### src/rtl/pit_timeout_sched_if.sv
// pit_timeout_sched_if: client requests plus PIT register-strobe outputs of the timeout scheduler
interface pit_timeout_sched_if #(
  parameter int NUM_REQ = 4,
  parameter int COUNT_SIZE = 16,
  parameter int DWIDTH = 16
);
  logic [NUM_REQ-1:0] req_i;
  logic [NUM_REQ*COUNT_SIZE-1:0] req_cnt_i;
  logic pit_flag;
  logic [DWIDTH-1:0] write_bus;
  logic [3:0] write_regs;
  logic [NUM_REQ-1:0] active_o;
  logic [NUM_REQ-1:0] done_o;
  logic busy_o;
  modport master (output req_i, req_cnt_i, pit_flag, input write_bus, write_regs, active_o, done_o, busy_o);
  modport slave (input req_i, req_cnt_i, pit_flag, output write_bus, write_regs, active_o, done_o, busy_o);
endinterface

### src/rtl/pit_timeout_sched.sv
// pit_timeout_sched: round-robin sharing of one PIT counter between timeout requesters
module pit_timeout_sched #(
  parameter int NUM_REQ = 4,
  parameter int COUNT_SIZE = 16,
  parameter int DWIDTH = 16,
  parameter logic [3:0] PRESCALE = 4'h0,
  parameter logic IRQ_EN = 1'b0
) (
  input logic bus_clk,
  input logic sync_rst_b,
  pit_timeout_sched_if.slave bus
);
  localparam int IW = $clog2(NUM_REQ);
  localparam bit W16 = (DWIDTH == 16);
  typedef enum logic [2:0] {IDLE, MOD1, MOD2, CTL1, CTL2, WAIT, STOP, ZERO} state_t;
  state_t state_q, state_d;
  logic [IW-1:0] rr_ptr_q, rr_ptr_d, owner_q, owner_d, win;
  logic [15:0] cnt_q, cnt_d, data_d;
  logic [1:0] wait_q, wait_d;
  logic [NUM_REQ-1:0] active_q, active_d, done_q, done_d;
  logic [3:0] regs_q, regs_d;
  logic [DWIDTH-1:0] bus_q, bus_d;
  logic busy_q;
  // pick the first pending requester at or after rr_ptr; scanning downward lets the nearest one win
  always_comb begin
    win = rr_ptr_q;
    for (int i = NUM_REQ - 1; i >= 0; i--)
      if (bus.req_i[IW'((int'(rr_ptr_q) + i) % NUM_REQ)]) win = IW'((int'(rr_ptr_q) + i) % NUM_REQ);
  end
  // next state plus the registered outputs that belong to that next state
  always_comb begin
    state_d = state_q;
    rr_ptr_d = rr_ptr_q;
    owner_d = owner_q;
    cnt_d = cnt_q;
    wait_d = wait_q;
    active_d = active_q;
    done_d = '0;
    case (state_q)
      IDLE: if (|bus.req_i) begin
        owner_d = win;
        cnt_d = 16'(bus.req_cnt_i[win*COUNT_SIZE +: COUNT_SIZE]);
        active_d = NUM_REQ'(1) << win;
        rr_ptr_d = (int'(win) == NUM_REQ - 1) ? '0 : win + 1'b1;
        state_d = (cnt_d == 16'd0) ? ZERO : MOD1;
        done_d = (cnt_d == 16'd0) ? active_d : '0;
      end
      MOD1: state_d = W16 ? CTL2 : MOD2;
      MOD2: state_d = CTL1;
      CTL1: state_d = CTL2;
      CTL2: begin
        state_d = WAIT;
        wait_d = '0;
      end
      WAIT: begin
        wait_d = wait_q + {1'b0, wait_q != 2'd2};
        if (wait_q == 2'd2 && bus.pit_flag) begin
          state_d = STOP;
          done_d = active_q;
        end else if (!bus.req_i[owner_q]) state_d = STOP;
      end
      default: begin
        state_d = IDLE;
        active_d = '0;
      end
    endcase
    regs_d = state_d == MOD1 ? (W16 ? 4'b1100 : 4'b0100) :
             state_d == MOD2 ? 4'b1000 :
             state_d == CTL1 ? 4'b0010 :
             state_d == CTL2 ? (W16 ? 4'b0011 : 4'b0001) :
             state_d == STOP ? 4'b0001 : 4'b0000;
    data_d = state_d == MOD1 ? cnt_d :
             state_d == MOD2 ? {8'b0, cnt_d[15:8]} :
             state_d == CTL1 ? {12'b0, PRESCALE} :
             state_d == CTL2 ? (W16 ? {4'b0, PRESCALE, 5'b0, 1'b1, IRQ_EN, 1'b1} : {13'b0, 1'b1, IRQ_EN, 1'b1}) :
             state_d == STOP ? 16'h0004 : 16'h0000;
    bus_d = DWIDTH'(data_d);
  end
  // state and output registers; reset abandons any transfer without a STOP write
  always_ff @(posedge bus_clk) begin
    if (!sync_rst_b) begin
      state_q <= IDLE;
      rr_ptr_q <= '0;
      owner_q <= '0;
      cnt_q <= '0;
      wait_q <= '0;
      active_q <= '0;
      done_q <= '0;
      regs_q <= '0;
      bus_q <= '0;
      busy_q <= 1'b0;
    end else begin
      state_q <= state_d;
      rr_ptr_q <= rr_ptr_d;
      owner_q <= owner_d;
      cnt_q <= cnt_d;
      wait_q <= wait_d;
      active_q <= active_d;
      done_q <= done_d;
      regs_q <= regs_d;
      bus_q <= bus_d;
      busy_q <= state_d != IDLE;
    end
  end
  assign bus.write_regs = regs_q;
  assign bus.write_bus = bus_q;
  assign bus.active_o = active_q;
  assign bus.done_o = done_q;
  assign bus.busy_o = busy_q;
endmodule

### src/flat_wrapper.sv
// flat-port wrapper written by rule: the top's interface ports become plain ports
module pit_timeout_sched_flat 
#(
  parameter int NUM_REQ = 4,
  parameter int COUNT_SIZE = 16,
  parameter int DWIDTH = 16,
  parameter logic [3:0] PRESCALE = 4'h0,
  parameter logic IRQ_EN = 1'b0
)
  (bus_clk, sync_rst_b, bus_req_i, bus_req_cnt_i, bus_pit_flag, bus_write_bus, bus_write_regs, bus_active_o, bus_done_o, bus_busy_o);
  pit_timeout_sched_if #(.NUM_REQ(NUM_REQ), .COUNT_SIZE(COUNT_SIZE), .DWIDTH(DWIDTH)) bus_i ();
  input logic bus_clk;
  input logic sync_rst_b;
  input wire logic [$bits(bus_i.req_i)-1:0] bus_req_i;
  input wire logic [$bits(bus_i.req_cnt_i)-1:0] bus_req_cnt_i;
  input wire logic [$bits(bus_i.pit_flag)-1:0] bus_pit_flag;
  output wire logic [$bits(bus_i.write_bus)-1:0] bus_write_bus;
  output wire logic [$bits(bus_i.write_regs)-1:0] bus_write_regs;
  output wire logic [$bits(bus_i.active_o)-1:0] bus_active_o;
  output wire logic [$bits(bus_i.done_o)-1:0] bus_done_o;
  output wire logic [$bits(bus_i.busy_o)-1:0] bus_busy_o;
  assign bus_i.req_i = bus_req_i;
  assign bus_i.req_cnt_i = bus_req_cnt_i;
  assign bus_i.pit_flag = bus_pit_flag;
  assign bus_write_bus = bus_i.write_bus;
  assign bus_write_regs = bus_i.write_regs;
  assign bus_active_o = bus_i.active_o;
  assign bus_done_o = bus_i.done_o;
  assign bus_busy_o = bus_i.busy_o;
  pit_timeout_sched #(.NUM_REQ(NUM_REQ), .COUNT_SIZE(COUNT_SIZE), .DWIDTH(DWIDTH), .PRESCALE(PRESCALE), .IRQ_EN(IRQ_EN)) u_core (.bus_clk(bus_clk), .sync_rst_b(sync_rst_b), .bus(bus_i));
endmodule
### config.mk
export PLATFORM = sky130hd
export DESIGN_NAME = pit_timeout_sched_flat
export DESIGN_NICKNAME = d
export VERILOG_FILES = /design/src/rtl/pit_timeout_sched_if.sv /design/src/rtl/pit_timeout_sched.sv /design/src/flat_wrapper.sv
export SDC_FILE = /design/constraint.sdc
export NUM_CORES = 1
export LEC_CHECK = 0
export CORE_MARGIN = 2
export CORE_UTILIZATION = 37
export CTS_BUF_LIST = sky130_fd_sc_hd__clkbuf_16
export DETAILED_ROUTE_END_ITERATION = 8
export HOLD_SLACK_MARGIN = 0.12
export PLACE_DENSITY = 0.76
export RECOVER_POWER = 50
export SETUP_SLACK_MARGIN = 0.05
export SLEW_MARGIN = 20
export SYNTH_ARGS = -nofsm -noshare
export SYNTH_HDL_FRONTEND = slang
export SYNTH_SLANG_ARGS = --single-unit
### constraint.sdc
create_clock -name bus_clk -period 2.42 [get_ports bus_clk]
set_input_delay 0.605 -clock bus_clk [delete_from_list [all_inputs] [get_ports bus_clk]]
set_output_delay 0.605 -clock bus_clk [all_outputs]
set_load 0.005 [all_outputs]
==> impl_results.md <==
- Number of antenna violations at the first check in global routing: 0
- Crit start category: input port
- Worst slew pin tran: 0.4167 ns
- P per Cell Area: 716.1 nW/µm²
- Syn avg cell area: 7.951 µm²
- Max-slew violations: 0
- Syn Inst Count: 279
- Period utilization: 1.066
- Setup Crit Path Kind: input port to flip-flop
- Htree depth: 2
- Clk_lat worst skew: 0.28 ns
- Synth Register Bits: 41
- WP data required: 2.58 ns
- Register area: 822.0 µm²
- Maximum number of pins on one net before global-route repair: 30
- Vias in the first global route: 2852
- Worst vdd ir: 585.3 µV
- HPWL after detailed placement: 5.233 mm
- Register share of total power: 0.266
- First-pass GRT wire length: 13.37 mm
- Die Height: 81.43 µm
- Area of the multi-input gates: 1448 µm²
- First-pass DRT Iterations: 4
- CP arrival: 2.74 ns
- CP max FO: 10
- Cts hold-fix bufs: 0
- CP most frequent cell: nor4_4
- DR iter-0 viols: 60
- Peak Freq: 387.7 MHz
- DRT antenna net count: 0
- CP cell instances: buf_2 -> buf_6 -> nor3_4 -> nor4_4 -> nor2_4 -> buf_12 -> inv_2 -> buf_4 -> a21oi_1 -> a22oi_2 -> nor4_4 -> and4_4 -> nor4_1
- DR DRC count: 0
- Drt via density: 5.492
- N_diodes: 0
- Largest cells by area after synthesis: dfxtp_1 (37%), nand2_1 (11%), a21oi_1 (8.6%), a22oi_1 (5.1%), nor4_1 (4.8%)
- Slowest CP cell: and4_4
- Sw Share: 0.3151
- Sequential area share after synthesis: 0.3700
- Clock Path Buffers: 2
- Combinational power share: 0.444
- Pleak: 1.665 nW
- Max_cap viols: 0
- Worst flop-to-flop path startpoint: u_core.rr_ptr_q[0]
- Placed cell area: 3510 µm²
- Sw power: 914.1 µW
- Slew Limit Headroom: 0.7209
- Final instance area: 4051 µm²
- Fillers: 424
- Core Region: 5851 µm²
- Die Footprint: 6631 µm²
- Clk pwr share: 0.290
- Final Setup Violations: 22
- Clock-pin slew on the worst setup and hold paths: 0.06 ns
- Failing checks: negative setup slack
- Clk sinks: 41
- GRT Overall Usage: 0.2648
- Minimum clock period: 2.579 ns
- Site row count: 28
- Nets@finish: 495
- Fin util: 0.6925
- CP Launch Point: bus_req_i[2]
- Cts bufs inserted: 5
- Netlist Area Pre-Place: 2218 µm²
- Synthesized Nets: 356
- I/O pin cnt: 100
- RSZ-0062 raised after global routing: true
- Hold Vio Cnt, Final: 0
- Pint: 1.987 mW
- Max incr delay on CP: 0.37 ns
- Gr ovfl total: 0
- Area delta synth->final: 82.63%
- Yosys cell types: 41
- Die X-Extent: 81.43 µm
- Synth area leader: dfxtp_1
- Vias: 2713
- Hold Path Origin: u_core.wait_q[0]
- WL/cell: 16.45 µm
- Routed wire length: 8.127 mm
- Yosys warnings: 0
- CTS tree: yes
- Setup tns final: -2.830 ns
- Final WS setup: -0.1594 ns
- Starting Density: 0.3792
- Clock root buffer: clkbuf_16
- R2R Setup Slk: -0.12 ns
- Yosys top cell area share: 0.3700
- Clock Skew: 0.004300 ns
- Post-place setup slack: -0.8129 ns
- Status: finished, violations left
- CP endpoint kind: flip-flop
- Port bufs: 99
- GPL Wtd Cong: 0.8793
- Hold Path Class: flip-flop to flip-flop
- Layout cells sized above 1: 0.2530
cells in the mapped netlist:
master and n:
nand2_1 64, dfxtp_1 41, a21oi_1 38, nor4_1 17
a22oi_1 15, clkbuf_1 12, nand3_1 9, nor2_1 9
mux2i_1 8, nor3_1 7, ha_1 6, buf_6 5
inv_1 5, a22o_1 4, nor4b_1 4, buf_2 3
o21a_1 3, a21oi_2 2, a221oi_1 2, a32o_1 2
buf_1 2, nor2b_1 2, a2111oi_1 1, a211o_1 1
a21o_1 1, and2_0 1, and2_1 1, and2b_1 1
and3b_1 1, and4_4 1, buf_4 1, clkinv_1 1
inv_2 1, inv_6 1, mux4_2 1, nand2b_1 1
nor2_4 1, nor3b_1 1, nor4_2 1, o211ai_4 1
o21ai_1 1
sequential cells by signal, summed over array words and instances, names as in the netlist:
signal / cells
u_core.rr_ptr_q: 2
u_core.owner_q: 2
u_core.bus.busy_o: 1
u_core.bus.write_bus: 16
u_core.bus.write_regs: 4
u_core.wait_q: 2
u_core.bus.done_o: 4
u_core.cnt_q: 3
u_core.bus.active_o: 4
u_core.state_q: 3
cell type report:
class | count | share of cell area
Clock inverter | 3 | 0.01606
Tap cell | 75 | 0.02316
Inverter | 8 | 0.008647
Timing Repair inverter | 1 | 0.0009265
Clock buffer | 5 | 0.03088
Timing Repair Buffer | 151 | 0.3601
Multi-Input combinational cell | 210 | 0.3573
Sequential cell | 41 | 0.2029
stage by stage:
stage	hold WS [ns]	std cells	power (mW)
floorplan	0.4319	279	1.308
global placement	0.4431	470	1.793
detailed placement	0.4448	470	1.811
CTS	0.4737	494	2.859
global route	0.4869	494	3.047
finish	0.4674	494	2.901
metal layers:
layer,global-route usage,share of wire,vias to the layer above
met1,0.2772,0.36,1285
met3,0.04396,0.056,28
met4,0.1102,0.035,0
met2,0.5156,0.55,115
li1,-,-,1285
met5,0,0,-
logic make-up after synthesis:
logic type	count (synthesis)	share of synthesized area
AO/OA/AOI/OAI	71	0.2109
adder cells (fa/ha/maj)	6	0.03384
buffers and inverters	31	0.07501
flip-flops	41	0.3700
multiplexers	9	0.04625
AND/OR/NAND/NOR	121	0.2640
cell usage in the layout (no fill, tap or decap), types with 6 or more instances in the layout:
cell / instances
buf_4: 43
nor4_1: 12
nor2_1: 9
a21oi_1: 34
nand2_1: 64
clkdlybuf4s50_1: 79
dlygate4sd3_1: 16
mux2i_1: 6
ha_1: 6
a22oi_2: 10
nand3_1: 8
dfxtp_1: 40
final timing paths:
check,to,depth (start not counted)
min reg2reg,u_core.wait_q[0],2
min,u_core.wait_q[0],2
max reg2reg,u_core.bus.write_bus[8],11
max,u_core.bus.write_bus[7],13
power by group through the flow:
stage	Clock [mW]	Sequential, mW	Combinational [mW]
floorplan	0	0.785	0.523
global placement	0	0.784	1.01
detailed placement	0	0.784	1.03
CTS	0.849	0.772	1.24
global route	0.880	0.779	1.39
finish	0.842	0.772	1.29
worst max-delay path: cells and delay by family:
kind                   cells  cell delay (ns)
AOI/OAI and AO/OA          2             0.30
buffers and inverters      5             0.65
and+or+nand+nor            6             1.17
timing repair:
item                       CTS  global route
setup endpoints to repair   29            23
gates resized for setup     56             7
gates cloned                 5             0
pin swaps                   19             3
buffers inserted            11             0
No activity file was read; power rests on OpenSTA's default activity.
==> RTL change: new RTL, config.mk and constraints unchanged <==
`IRQ_EN` is set to 1'b0 in 2 places; all go to 1'b1.
--- a/src/rtl/pit_timeout_sched.sv
+++ b/src/rtl/pit_timeout_sched.sv
@@ -4,7 +4,7 @@
   parameter int COUNT_SIZE = 16,
   parameter int DWIDTH = 16,
   parameter logic [3:0] PRESCALE = 4'h0,
-  parameter logic IRQ_EN = 1'b0
+  parameter logic IRQ_EN = 1'b1
 ) (
   input logic bus_clk,
   input logic sync_rst_b,
--- a/src/flat_wrapper.sv
+++ b/src/flat_wrapper.sv
@@ -5,7 +5,7 @@
   parameter int COUNT_SIZE = 16,
   parameter int DWIDTH = 16,
   parameter logic [3:0] PRESCALE = 4'h0,
-  parameter logic IRQ_EN = 1'b0
+  parameter logic IRQ_EN = 1'b1
 )
   (bus_clk, sync_rst_b, bus_req_i, bus_req_cnt_i, bus_pit_flag, bus_write_bus, bus_write_regs, bus_active_o, bus_done_o, bus_busy_o);
   pit_timeout_sched_if #(.NUM_REQ(NUM_REQ), .COUNT_SIZE(COUNT_SIZE), .DWIDTH(DWIDTH)) bus_i ();
Function: changed (a bounded check fails within 4 cycles, from zero or initial values and one cycle with sync_rst_b low).
==> RTL change against the original RTL <==
- sequential power is essentially flat
- the run still ends with negative setup slack left
- synthesized area grew 3.9%
- worst setup slack lost 0.20 ns
- cell count grew 3.0%
- power grew 1.0%
- clock skew grew 0.0037 ns
- maximum frequency shrank 7.2%
- wire length grew 14%
- design area grew 7.6%
- sequential cell count shrank 1
- largest power group unchanged
- via count grew 4.5%
==> RTL change: results (changes against the original RTL) <==
status: "complete, but fails checks"
violations: "negative setup slack"
vias: 2836  # +4.5%
post_dp_cell_area_um2: 3620  # +3.2%
dp_slack_ns: -0.875  # -0.0625 ns
p_leak_uw: 0.00174  # +4.5%
synth_mux_area_share_pct: 4.02  # -0.61 points
peakVddDrop_v: 0.000425  # -27%
critPathLaunch: "bus_req_i[0]"
synthXorXnorAreaFrac_pct: 0.380  # +0.38 points
skew_ns: 0.00801  # +0.00371 ns
p_clk_uw: 633  # -25%
total_power_uw: 2930  # +1.0%
grt_pass1_vias: 2741  # -3.9%
fin_ws_ns: -0.360  # -0.201 ns
n_fill_cell: 402  # -5.2%
seq_power_uw: 769  # about the same
max_slew_margin_pct: 63.2  # -8.9 points
nNetsFinal: 510  # +3.0%
synth_area_leaders: "dfxtp_1, nand2_1, a21oi_1, a22oi_1, buf_6"
rr_worst_depth: 12  # +1
synth_seq_area_share_pct: 34.7  # -2.3 points
ys_types: 52  # +27%
drive_gt1_share_pct: 33.2  # +7.9 points
setup_viol_count_final: 25  # +14%
grt_max_degree: 27  # -10%
place_inst: 475  # +1.1%
cpMaxStageDelayCell: "nor4_2"
totalNegativeSetupSlack_ns: -8.11  # -5.28 ns
wl_met3_um: 638  # +40%
synth_compound_area_share_pct: 20.9  # -0.19 points
switching_share_pct: 34.9  # +3.4 points
## RTL change: cell types whose count changed after synthesis, sizes merged, moves of 3 or more
cell   unedited run  this run
nand2            64        54
a21oi            40        34
inv               7        13
nor2             10        14
nor4b             4         0
nand4             0         3
nor3              7        10
o21ai             1         4
## RTL change: worst reg2reg max path, stage by stage, from the launching register on
cell and delay (ns):
dfxtp_1 0.35, and2b_2 0.26, nor4_4 0.29, nor2_4 0.12, buf_4 0.16, buf_12 0.13, a21oi_2 0.12, a22oi_1 0.14
nor4_2 0.36, and4b_2 0.36, buf_12 0.15, buf_8 0.13, nor4_2 0.05
## RTL change: cell type report
class / instances / area [µm²] / area share [%]
repair buffers: 164 / 1690 / 38.7
multi-input cells: 207 / 1560 / 35.7
flip-flops and latches: 40 / 801 / 18.4
clock buffers: 5 / 125 / 2.87
well taps: 75 / 93.8 / 2.15
inverters: 13 / 63.8 / 1.46
repair inverters: 2 / 16.3 / 0.373
clock inverters: 3 / 15.0 / 0.345
